==> config.mk <==
export PLATFORM = sky130hd
export DESIGN_NAME = issue_queue_flat
export DESIGN_NICKNAME = d
export VERILOG_FILES = /design/src/rtl/issue_queue_if.sv /design/src/rtl/issue_queue.sv /design/src/flat_wrapper.sv
export SDC_FILE = /design/constraint.sdc
export NUM_CORES = 1
export LEC_CHECK = 0
export ABC_AREA = 1
export BUFFER_PORTS_ARGS = -buffer_cell sky130_fd_sc_hd__buf_2
export CAP_MARGIN = 20
export CORE_UTILIZATION = 50
export CTS_BUF_LIST = sky130_fd_sc_hd__clkbuf_4 sky130_fd_sc_hd__clkbuf_8
export DETAILED_ROUTE_END_ITERATION = 6
export PLACE_DENSITY_LB_ADDON = 0.25
export SETUP_SLACK_MARGIN = 0.4
export SLEW_MARGIN = 10
export SYNTH_ARGS = -nofsm -noshare
export SYNTH_HDL_FRONTEND = slang
export SYNTH_SLANG_ARGS = --single-unit
==> constraint.sdc <==
create_clock -name clk -period 13.1 [get_ports clk]
set_clock_uncertainty 0.1 [all_clocks]
set_input_delay 0.655 -clock clk [delete_from_list [all_inputs] [get_ports clk]]
set_output_delay 0.655 -clock clk [all_outputs]
set_load 0.005 [all_outputs]
==> src/rtl/issue_queue_if.sv <==
// Fetch/decode handshake bundle for the issue queue.
// The slave modport is the queue itself; the master modport is the
// fetch + decode side that pushes packets and consumes them.
interface issue_queue_if #(
    parameter int LANES  = 2,
    parameter int DEPTH  = 8,
    parameter int DATA_W = 52
);
    localparam int CNT_W = $clog2(DEPTH + 1);
    localparam int LW    = $clog2(LANES + 1);

    logic                    flush;
    logic                    hold;
    logic [LANES-1:0]        in_valid;
    logic [LANES*DATA_W-1:0] in_data;
    logic                    in_ready;
    logic [LANES-1:0]        out_valid;
    logic [LANES*DATA_W-1:0] out_data;
    logic [LW-1:0]           deq_cnt;
    logic [CNT_W-1:0]        count;
    logic                    empty;
    logic                    full;

    modport master (
        output flush, hold, in_valid, in_data, deq_cnt,
        input  in_ready, out_valid, out_data, count, empty, full
    );

    modport slave (
        input  flush, hold, in_valid, in_data, deq_cnt,
        output in_ready, out_valid, out_data, count, empty, full
    );
endinterface

==> src/rtl/issue_queue.sv <==
// Multi-lane instruction queue between fetch and the IF/ID registers.
// Fetch pushes up to LANES packets per cycle, decode pops 0..LANES in
// program order; hold stalls the issue side, flush empties the queue.
module issue_queue #(
    parameter int LANES  = 2,
    parameter int DEPTH  = 8,
    parameter int DATA_W = 52
) (
    input logic        clk,
    input logic        rst,
    issue_queue_if.slave bus
);
    localparam int PW    = $clog2(DEPTH);
    localparam int CNT_W = $clog2(DEPTH + 1);
    localparam int LW    = $clog2(LANES + 1);

    logic [DATA_W-1:0] mem [DEPTH];
    logic [PW-1:0]     head;
    logic [PW-1:0]     tail;
    logic [CNT_W-1:0]  count;

    logic [LW-1:0]           enq_n;
    logic [LW-1:0]           valid_n;
    logic [LW-1:0]           deq_n;
    logic                    push;
    logic                    in_ready;
    logic [CNT_W-1:0]        count_next;
    logic [LANES-1:0]        out_valid;
    logic [LANES*DATA_W-1:0] out_data;

    // Push length: run of valid lanes starting at lane 0; lanes after a gap are ignored.
    // NOTE: every variable assigned in always_comb gets a default first so no latch is inferred.
    always_comb begin
        logic run;
        enq_n = '0;
        run   = 1'b1;
        for (int i = 0; i < LANES; i++) begin
            run = run & bus.in_valid[i];
            if (run) enq_n = enq_n + LW'(1);
        end
    end

    // Space check uses only the registered count, so a same-cycle pop never frees room.
    assign in_ready = (count <= CNT_W'(DEPTH - LANES));
    assign push     = in_ready && (enq_n != '0);

    // Pop length: clamp the consumer request to the lanes actually presented.
    always_comb begin
        valid_n = (count >= CNT_W'(LANES)) ? LW'(LANES) : LW'(count);
        if (bus.hold)
            deq_n = '0;
        else
            deq_n = (bus.deq_cnt < valid_n) ? bus.deq_cnt : valid_n;
    end

    // Next occupancy: simultaneous push and pop are allowed.
    always_comb begin
        count_next = count;
        if (push) count_next = count_next + CNT_W'(enq_n);
        count_next = count_next - CNT_W'(deq_n);
    end

    // Pointer and occupancy state; flush dominates any push or pop in the same cycle.
    // NOTE: sequential state uses non-blocking assignments so every register samples pre-edge values.
    always_ff @(posedge clk or posedge rst) begin
        if (rst) begin
            head  <= '0;
            tail  <= '0;
            count <= '0;
        end else if (bus.flush) begin
            head  <= '0;
            tail  <= '0;
            count <= '0;
        end else begin
            head  <= head + PW'(deq_n);
            if (push) tail <= tail + PW'(enq_n);
            count <= count_next;
        end
    end

    // Packet storage; lane k lands at tail+k, wrapping modulo DEPTH.
    // NOTE: the array has no reset; stale entries are never visible because out_data is masked by count.
    always_ff @(posedge clk) begin
        if (push) begin
            for (int k = 0; k < LANES; k++) begin
                if (k < int'(enq_n))
                    mem[tail + PW'(k)] <= bus.in_data[k*DATA_W +: DATA_W];
            end
        end
    end

    // Issue window: the LANES oldest packets, zeroed (nop) beyond the occupied entries.
    always_comb begin
        out_valid = '0;
        out_data  = '0;
        for (int i = 0; i < LANES; i++) begin
            out_valid[i] = (count > CNT_W'(i));
            if (out_valid[i])
                out_data[i*DATA_W +: DATA_W] = mem[head + PW'(i)];
        end
    end

    assign bus.in_ready  = in_ready;
    assign bus.out_valid = out_valid;
    assign bus.out_data  = out_data;
    assign bus.count     = count;
    assign bus.empty     = (count == '0);
    assign bus.full      = (count == CNT_W'(DEPTH));
endmodule

==> src/flat_wrapper.sv <==
// flat-port wrapper written by rule: the top's interface ports become plain ports
module issue_queue_flat 
#(
    parameter int LANES  = 2,
    parameter int DEPTH  = 8,
    parameter int DATA_W = 52
)
  (clk, rst, bus_flush, bus_hold, bus_in_valid, bus_in_data, bus_deq_cnt, bus_in_ready, bus_out_valid, bus_out_data, bus_count, bus_empty, bus_full);
  issue_queue_if #(.LANES(LANES), .DEPTH(DEPTH), .DATA_W(DATA_W)) bus_i ();
  input logic clk;
  input logic rst;
  input wire logic [$bits(bus_i.flush)-1:0] bus_flush;
  input wire logic [$bits(bus_i.hold)-1:0] bus_hold;
  input wire logic [$bits(bus_i.in_valid)-1:0] bus_in_valid;
  input wire logic [$bits(bus_i.in_data)-1:0] bus_in_data;
  input wire logic [$bits(bus_i.deq_cnt)-1:0] bus_deq_cnt;
  output wire logic [$bits(bus_i.in_ready)-1:0] bus_in_ready;
  output wire logic [$bits(bus_i.out_valid)-1:0] bus_out_valid;
  output wire logic [$bits(bus_i.out_data)-1:0] bus_out_data;
  output wire logic [$bits(bus_i.count)-1:0] bus_count;
  output wire logic [$bits(bus_i.empty)-1:0] bus_empty;
  output wire logic [$bits(bus_i.full)-1:0] bus_full;
  assign bus_i.flush = bus_flush;
  assign bus_i.hold = bus_hold;
  assign bus_i.in_valid = bus_in_valid;
  assign bus_i.in_data = bus_in_data;
  assign bus_i.deq_cnt = bus_deq_cnt;
  assign bus_in_ready = bus_i.in_ready;
  assign bus_out_valid = bus_i.out_valid;
  assign bus_out_data = bus_i.out_data;
  assign bus_count = bus_i.count;
  assign bus_empty = bus_i.empty;
  assign bus_full = bus_i.full;
  issue_queue #(.LANES(LANES), .DEPTH(DEPTH), .DATA_W(DATA_W)) u_core (.clk(clk), .rst(rst), .bus(bus_i));
endmodule
---- After elaboration in Yosys (flattened, before gate mapping) ----
Memories as Yosys holds them, arrays and structs flattened.
Index checks and enable logic that the tools add are counted.
Widths: inputs -> output; s select.
cells by class
  $add $sub $neg .......................... 7
  bitwise gates (word level) .............. 1
  multiplexer cells ....................... 18
  magnitude comparators ................... 7
  reduce and logical (&&, ||, !) cells .... 4
  eq/ne operators ......................... 1
  multipliers ............................. 0
  shifts and indexed selects .............. 0
  div/mod/pow operators ................... 0
operators by type and width
  cell                 count
  $mux 52              2
  $mux 3               3
  $gt 4x1->1 const B   2
  $mux 2               4
  $mux 4               2
  $mux 1               7
  $add 3x1->3 const B  2
  $add 3x2->3          2
  $add 4x2->4          1
  $eq 4x4->1 const B   1
  $ge 4x2->1 const B   1
  $le 4x3->1 const B   1
  $logic_not 4->1      1
  $lt 1x2->1 const A   2
  $reduce_bool 2->1    2
  $sub 4x2->4          1
  $add 2x1->2 const B  1
  $lt 2x2->1           1
  $and 1x1->1          1
  $logic_and 1x1->1    1
word-level totals
  bits in latches ......................... 0
  register bits after elaboration ......... 10
  input bits .............................. 112
  bits in read-only memories .............. 0
  memories ................................ 1
  RAM bits ................................ 416
  word-level logic and storage cells ...... 42
memories
  memory      words  bits a word  read ports  clocked after memory_dff  write ports  line               text
  u_core.mem  8      52           2           0                         2            issue_queue.sv:17  logic [DATA_W-1:0] mem [DEPTH];

---- Depth between registers and ports, before layout ----
Gate-level depths: netlist of run 1.
  depth after elaboration ................. 8
  mapped depth ............................ 16
  gate-level depth less buffers ........... 16

---- Worst setup path before layout of run 1 ----
Ideal clock, no wire load.
  kind .................................... input to register
  start point ............................. input bus_in_valid[0]
  end point ............................... memory u_core.mem[0][0], enable pin
  cell stages on the path ................. 4
  slack ................................... 7.677 ns
  buffers on the path ..................... 0
  arrival time ............................ 4.790 ns
  required time ........................... 12.466 ns
  path through ............................ nand3_1 > inv_1 > nand3_1 > o21ai_0
RTL lines
  what         line                text
  from (decl)  flat_wrapper.sv:14  input wire logic [$bits(bus_i.in_valid)-1:0] bus_in_valid;
  to (decl)    issue_queue.sv:17

---- Final worst setup path of run 1 ----
  start point ............................. register u_core.head[0]
  end point ............................... output bus_out_data[74]
on the way
  cells in the longest elaborated chain, start to end .. 3
RTL lines
  what                    line                text
  from (decl)             issue_queue.sv:18   logic [PW-1:0] head;
  from (signal assigned)  issue_queue.sv:75   head <= head + PW'(deq_n);
  $add 3x1->3             issue_queue.sv:99   out_data[i*DATA_W +: DATA_W] = mem[head + PW'(i)];
  $mem_v2 8x52            n/a
  $mux 52                 issue_queue.sv:98   if (out_valid[i])
  to (decl)               flat_wrapper.sv:19  output wire logic [$bits(bus_i.out_data)-1:0] bus_out_data;
Every way passes these cells.

==> results of run 1 <==
==> worst max path at each step <==
stage	endpoint	slack, ns	cells after the start
after global routing	bus_out_data[100]	7.54	7
after floorplan	u_core.mem[0][0]$_DFFE_PP_	7.68	4
after detailed placement	bus_out_data[68]	8.22	8
after CTS	bus_out_data[65]	7.52	8
after global placement	bus_out_data[65]	8.30	8
final	bus_out_data[74]	7.71	7
==> worst max-delay path, stage by stage, from the launching register on <==
cell     delay, ns
dfrtp_4       1.01
ha_4          0.79
buf_4         1.03
o21ai_0       0.24
o21ai_0       0.23
o21ai_0       0.13
nor2_1        0.31
buf_2         0.18
==> registers in the layout, indices dropped and copies added, names as in the netlist <==
| signal | cells |
|---|---|
| u_core.bus.count | 4 |
| u_core.head | 3 |
| u_core.mem | 416 |
| u_core.tail | 3 |
==> layout make-up <==
cell class	count	area (sq um)	area share, %
Multi-Input combinational cell	2271	11000	38.7
Sequential cell	426	12800	44.9
Timing Repair Buffer	256	1400	4.92
Tap cell	680	851	3.00
Inverter	242	916	3.23
Clock buffer	100	1230	4.32
Clock inverter	36	226	0.798
Antenna cell	6	15.0	0.0529
==> layer usage <==
| metal | GRT usage (%) | wire [um] | vias up |
|---|---|---|---|
| met4 | 13.9 | 2420 | 12 |
| li1 | - | - | 11200 |
| met5 | 0 | 73 | - |
| met3 | 6.14 | 8500 | 211 |
| met2 | 48.6 | 38300 | 1316 |
| met1 | 38.4 | 32000 | 11000 |
==> layout by cell type (no fill, tap or decap), types with 24 or more instances in the layout <==
| cell type | Yosys | final |
|---|---|---|
| a21oi_1 | 263 | 263 |
| buf_2 | 100 | 224 |
| buf_4 | 7 | 29 |
| clkbuf_4 | 0 | 24 |
| clkbuf_8 | 0 | 76 |
| edfxtp_1 | 416 | 416 |
| inv_1 | 242 | 238 |
| nand2_1 | 636 | 635 |
| nand3_1 | 63 | 63 |
| nor2_1 | 272 | 272 |
| o211ai_1 | 104 | 104 |
| o21ai_0 | 653 | 645 |
| o21ai_1 | 187 | 187 |
| or2_2 | 51 | 51 |
==> power groups by stage <==
| stage | clock network (mW) | logic, mW | registers, mW |
|---|---|---|---|
| after global placement | 0 | 2.23 | 1.74 |
| after CTS | 1.23 | 2.31 | 1.71 |
| after detailed placement | 0 | 2.30 | 1.74 |
| after floorplan | 0 | 1.53 | 1.69 |
| final | 1.22 | 2.35 | 1.72 |
| after global routing | 1.29 | 2.58 | 1.73 |
==> cells by family after synthesis <==
group                      count (synthesis)
adders and majority gates                 14
and+or+nand+nor                         1040
AOI/OAI and AO/OA                       1212
xor gates and xnor gates                   4
muxes                                      1
DFF                                      426
buffers and inverters                    552
==> cells in the mapped netlist (all sizes together) (2+ instances only) <==
library cell / number / share of area, %
o21ai: 843 / 16
nand2: 638 / 9.2
edfxtp: 416 / 48
nor2: 275 / 4.0
a21oi: 263 / 5.0
inv: 242 / 3.5
buf: 172 / 4.4
clkbuf: 138 / 2.0
o211ai: 104 / 3.0
nand3: 68 / 1.4
or2: 51 / 1.2
dfrtp: 10 / 0.96
ha: 10 / 0.48
nand4: 5 / 0.22
fa: 4 / 0.31
xnor2: 2 / 0.096
xor2: 2 / 0.096
==> what timing repair did <==
action | CTS | global route
gates resized for setup | 0 | 0
endpoints found under the hold margin | 10 | 0
hold buffers | 1 | 0
==> out/results.ini, run 1 <==
[outcome]
status = finished, final reports clean

[clock_tree]
cts_tree = done
htreeDepth = 3
clock_latency_ns = 0.66
clockBufferDepth = 3
cts_root_buf = clkbuf_8
cts.sinks = 426
cts_buffers = 75
clk_pin_slew_ns = 0.06
post_cts_buffers = 0

[placed_design]
preCtsSetupSlack_ns = 8.22
dp.cells = 3873
dp_hpwl_mm = 44.2
io_buffers = 224
post_dp_cell_area_sq_um = 26900
place.gp.congestion = 0.813

[routing]
first_pass_iters = 5
drc_errors = 0
drt-vias-per-instance = 5.91
totalWireLength_mm = 81.3
vias = 23700
post_drt_wl_per_cell_um = 20.2
drt-initial-drc-count = 2476
final_antenna_net_count = 0

[layout]
fin_util_pct = 55.1
final_nets = 3398
instances_no_fill = 4017
syn2layout_area_growth_pct = 8.56
drive_gt1_share_pct = 13.7
nFillCells = 4630
final_area_sq_um = 28400

[floorplan]
core_sq_um = 51500
die_w_um = 231
ioPinCount = 225
num_rows = 83
die_h_um = 231
die_area_sq_um = 53200
start_util_pct = 50.7

[timing]
hold_viol_final = 0
post-route-period-util_pct = 41.1
setup_viol_count_final = 0
finalSetupTns_ns = 0
setup_slack_ns = 7.71
worst_hold_slack_ns = 0.165
slew_viol_final = 0
worstMarginPinSlew_ns = 1.17
rsz0062_at_grt = no
period_minus_slack_ns = 5.39
fmax_ghz = 0.186
slew_headroom_pct = 22.1

[global_route]
grt_overflow = 0
first_global_vias = 22400
grt_pass1_wl_mm = 123
antenna_found_initial = 12
track_usage_pct = 29.9
grt_start_max_net_pins = 244

[pwr]
ir_drop_mv = 0.334
seq_power_share_pct = 32.4
p_per_area_nw_per_um2 = 187
power_frac_comb_pct = 44.5
intPower_mw = 3.02
switchingPower_mw = 2.27
p_clk_share_pct = 23.1
total_power_mw = 5.29
switching_share_pct = 42.9
leakage_nw = 11.5

[logic_synthesis]
syn-cell-area_sq_um = 26100
synthXorXnorAreaFrac_pct = 0.191
synth_mux_area_share_pct = 0.0383
synth_compound_area_share_pct = 24.3
ys_ff_latch = 426
yosysUniqueCellTypes = 36
synth_cells = 3249
synth_edf_count = 416
synth-adder-area-share_pct = 0.785
synth_top_family_by_area = compound AO/OA/AOI/OAI gates
ys_seq_area_share_pct = 48.8
yosys_warnings = 0
synth-simple-area-share_pct = 16.1
yosys_most_used_dff = edfxtp_1
async_flop_share_pct = 2.35
synth.avg_cell_area_sq_um = 8.04
syn_nets = 3375

[job]
max-cap-violations = 0

[setup_path]
r2r_cells = 6
crit_type = reg -> out
crit_fanout = 93
r2r_start = u_core.tail[0]$_DFFE_PP0P_
r2r_end = u_core.mem[5][6]$_DFFE_PP_
worstPathRequired_ns = 12.35
worstPathArrival_ns = 4.63
startpoint = u_core.head[0]$_DFF_PP0_
ff2ff_setup_slack_ns = 8.90
end_kind = output port
cp-start-kind = flip-flop

[worst_hold_path]
hold_start = bus_flush
hold_end = u_core.head[1]$_DFF_PP0_
hold_depth = 2
min_path_type = in -> reg

No activity file was read; power rests on OpenSTA's default activity.
==> inputs of run 2 (changes only) <==
ABC_AREA = 0   (was 1)
clock period = 4.35 ns   (was 13.1 ns; I/O delays follow)
==> run 2 against run 1 <==
  * Count of clock-buffer cells in the layout unchanged
  * Synthesized cell count fell by 52%
  * Non-clock buffer count up 175
  * Worst hold slack worse by 0.13 ns
  * Die area shrank 3.9%
  * Cell count fell by 34%
  * Sequential share of layout area fell by 2.5 points
  * Global-route usage shrank 2.0 points
  * Sequential power rose to 3.0 times the previous value
  * Flip-flop and latch count is the same
  * Synthesized area shrank 4.0%
==> out/results.ini, run 2 <==
[outcome]
status = finished, final reports clean

[routing]
drt-initial-drc-count = 1350  ; -45%
totalWireLength_mm = 70.7  ; -13%
vias = 16300  ; -31%
drt-vias-per-instance = 6.15  ; +4.0%
final_antenna_net_count = 0  ; unchanged
post_drt_wl_per_cell_um = 26.6  ; +31%
first_pass_iters = 5  ; unchanged
drc_errors = 0  ; unchanged

[logic_synthesis]
synth_edf_count = 416  ; unchanged
yosysTopAreaCell = edfxtp_1
async_flop_share_pct = 2.35  ; unchanged
yosys_most_used_dff = edfxtp_1
synth_cells = 1549  ; -52%
yosysMostFrequentCell = edfxtp_1
ys_ff_latch = 426  ; unchanged
yosys_warnings = 0  ; unchanged
syn-cell-area_sq_um = 25100  ; -4.0%
synth.top_cell.area_share_pct = 49.8  ; +2.0 points
synth.avg_cell_area_sq_um = 16.2  ; +100%
ys_seq_area_share_pct = 50.8  ; +2.0 points
synthTopCellsByCount = edfxtp_1, mux2_2, mux4_2
synthTopCellsByArea = edfxtp_1, mux4_2, mux2_2
yosysUniqueCellTypes = 42  ; +17%
syn_nets = 1675  ; -50%

[floorplan]
ioPinCount = 225  ; unchanged
start_util_pct = 51.0  ; +0.21 points
core_sq_um = 49300  ; -4.4%
num_rows = 81  ; -2.4%
die_h_um = 226  ; -2.0%
die_area_sq_um = 51100  ; -3.9%
die_w_um = 226  ; -2.0%

[placed_design]
dp_hpwl_mm = 41.5  ; -6.2%
dp.cells = 2359  ; -39%
post_dp_cell_area_sq_um = 26900  ; +0.22%
place.gp.congestion = 0.818  ; +0.59%
io_buffers = 224  ; unchanged
preCtsSetupSlack_ns = 1.02  ; -7.20 ns

[pwr]
ir_drop_mv = 0.520  ; +56%
switching_share_pct = 34.4  ; -8.5 points
seq_power_share_pct = 34.0  ; +1.6 points
p_clk_share_pct = 24.6  ; +1.5 points
switchingPower_mw = 5.15  ; +130%
total_power_mw = 15.0  ; +180%
intPower_mw = 9.82  ; +220%
leakage_nw = 10.3  ; -11%
p_per_area_nw_per_um2 = 499  ; +170%
power_frac_comb_pct = 41.4  ; -3.1 points

[layout]
largest-register = u_core.mem
final_common_cell = edfxtp_1
fin_util_pct = 60.9  ; +5.9 points
nFillCells = 3806  ; -18%
final_nets = 2058  ; -39%
mostFrequentLayoutCells = edfxtp_1, mux2_2, buf_2
largest_register_ffs = 416  ; unchanged
final_area_sq_um = 30000  ; +5.8%
regArea_sq_um = 12800  ; unchanged
instances_no_fill = 2656  ; -34%
drive_gt1_share_pct = 51.6  ; +38 points
syn2layout_area_growth_pct = 19.6
multiInputGateArea_sq_um = 11700  ; +6.2%
reg_top3 = u_core.mem (416), u_core.bus.count (4)

[global_route]
busiest_layer = met2
grt_overflow = 0  ; unchanged
use_met1_pct = 36.1  ; -2.3 points
use_met3_pct = 6.21  ; +0.067 points
grtUsageMet2_pct = 46.9  ; -1.7 points
track_usage_pct = 27.9  ; -2.0 points
grt_start_max_net_pins = 106  ; -57%
first_global_vias = 16900  ; -25%
antenna_found_initial = 8  ; -4
grt_pass1_wl_mm = 104  ; -15%

[setup_path]
crit_type = reg -> reg
cp-start-kind = flip-flop
max_stage_delay_ns = 0.65  ; -0.38 ns
path_cells = ha_1, xnor2_2, nor2_1, nand2_2, buf_4, mux2_2, dlygate4sd3_1
worstPathRequired_ns = 4.64  ; -7.71 ns
r2r_end = u_core.mem[6][45]$_DFFE_PP_
critPathSlowestCell = dfrtp_1
worstPathArrival_ns = 4.04  ; -0.59 ns
end_kind = flip-flop
r2r_cells = 7  ; +1
ff2ff_setup_slack_ns = 0.59  ; -8.31 ns
r2r_start = u_core.tail[0]$_DFFE_PP0P_
crit_fanout = 23  ; -75%

[clock_tree]
cts_buffers = 75  ; unchanged
clockBufferDepth = 3  ; unchanged
cts.sinks = 426  ; unchanged
cts_root_buf = clkbuf_8
htreeDepth = 3  ; unchanged
clk_pin_slew_ns = 0.06  ; about the same
cts_tree = done
clock_latency_ns = 0.64  ; -0.02 ns

[timing]
setup_slack_ns = 0.594  ; -7.12 ns
rsz0062_at_grt = no
setup_viol_count_final = 0  ; unchanged
period_minus_slack_ns = 3.76
post-route-period-util_pct = 86.3
hold_viol_final = 0  ; unchanged
finalSetupTns_ns = 0  ; unchanged
slew_headroom_pct = 25.3  ; +3.3 points
fmax_ghz = 0.266
worstMarginPinSlew_ns = 1.12  ; -0.0516 ns
slew_viol_final = 0  ; unchanged
worst_hold_slack_ns = 0.0363  ; -0.129 ns

[job]
max-cap-violations = 0  ; unchanged

[worst_hold_path]
min_path_type = in -> async

[run 2: cell count changes after synthesis, sizes merged, moves of 105 or more]
cell / before / now
o21ai: 843 / 2
nand2: 638 / 114
mux2: 0 / 416
inv: 242 / 12
mux4: 0 / 208
a21oi: 263 / 58
nor2: 275 / 70
clkbuf: 138 / 33
[run 2: repair_timing]
action                     4_1_cts  5_1_grt
hold endpoints to repair       436        0
gates resized for setup          0        2
setup buffers                    0        0
setup endpoints to repair        0       11
hold buffers                   159        0
[run 2: cells by family after synthesis]
logic type	count (synthesis)	share of synthesized area, %
muxes	680	39.6
DFF	426	50.8
and+or+nand+nor	215	3.75
buffers and inverters	137	3.28
AOI/OAI and AO/OA	70	1.56
adders and majority gates	14	0.818
xor gates and xnor gates	7	0.274
[run 2: cell type report]
type,instances,share of cell area [%]
timing repair buffer,431,10.8
clock inverter,30,0.646
clock buffer,100,4.17
multi-input combinational,986,38.9
tap,664,2.77
sequential,426,42.5
antenna,7,0.0584
inverter,12,0.150
[run 2: power groups by stage]
stage | logic [mW] | registers, mW | clock network, mW
finish | 6.20 | 5.09 | 3.68
global route | 6.65 | 5.12 | 3.92
CTS | 6.24 | 5.08 | 3.74
detailed placement | 6.09 | 5.17 | 0
global placement | 6.03 | 5.14 | 0
floorplan | 4.07 | 5.02 | 0
[run 2: per-layer routing]
layer | wire length, um | vias up
met4 | 1550 | 6
li1 | - | 7047
met3 | 5120 | 118
met1 | 28600 | 8505
met5 | 35 | -
met2 | 35400 | 657
[run 2: critical path: cells and delay by family (launching register included)]
family                     cells  cell delay (ns)
buffers and inverters          2             1.04
DFF                            1             0.65
and+or+nand+nor                2             0.59
adders and majority gates      1             0.40
muxes                          1             0.38
xor gates and xnor gates       1             0.32
[run 2: worst max path at each step]
stage	endpoint	slack, ns	cells after the start	from
floorplan	u_core.mem[0][0]$_DFFE_PP_	0.41	5	u_core.bus.count[1]$_DFF_PP0_
global route	u_core.mem[3][40]$_DFFE_PP_	0.44	7	u_core.tail[0]$_DFFE_PP0P_
CTS	u_core.mem[2][23]$_DFFE_PP_	0.48	7	u_core.tail[0]$_DFFE_PP0P_
detailed placement	u_core.mem[2][24]$_DFFE_PP_	1.02	6	u_core.tail[0]$_DFFE_PP0P_
global placement	u_core.mem[2][23]$_DFFE_PP_	1.07	6	u_core.tail[0]$_DFFE_PP0P_
finish	u_core.mem[6][45]$_DFFE_PP_	0.59	7	u_core.tail[0]$_DFFE_PP0P_
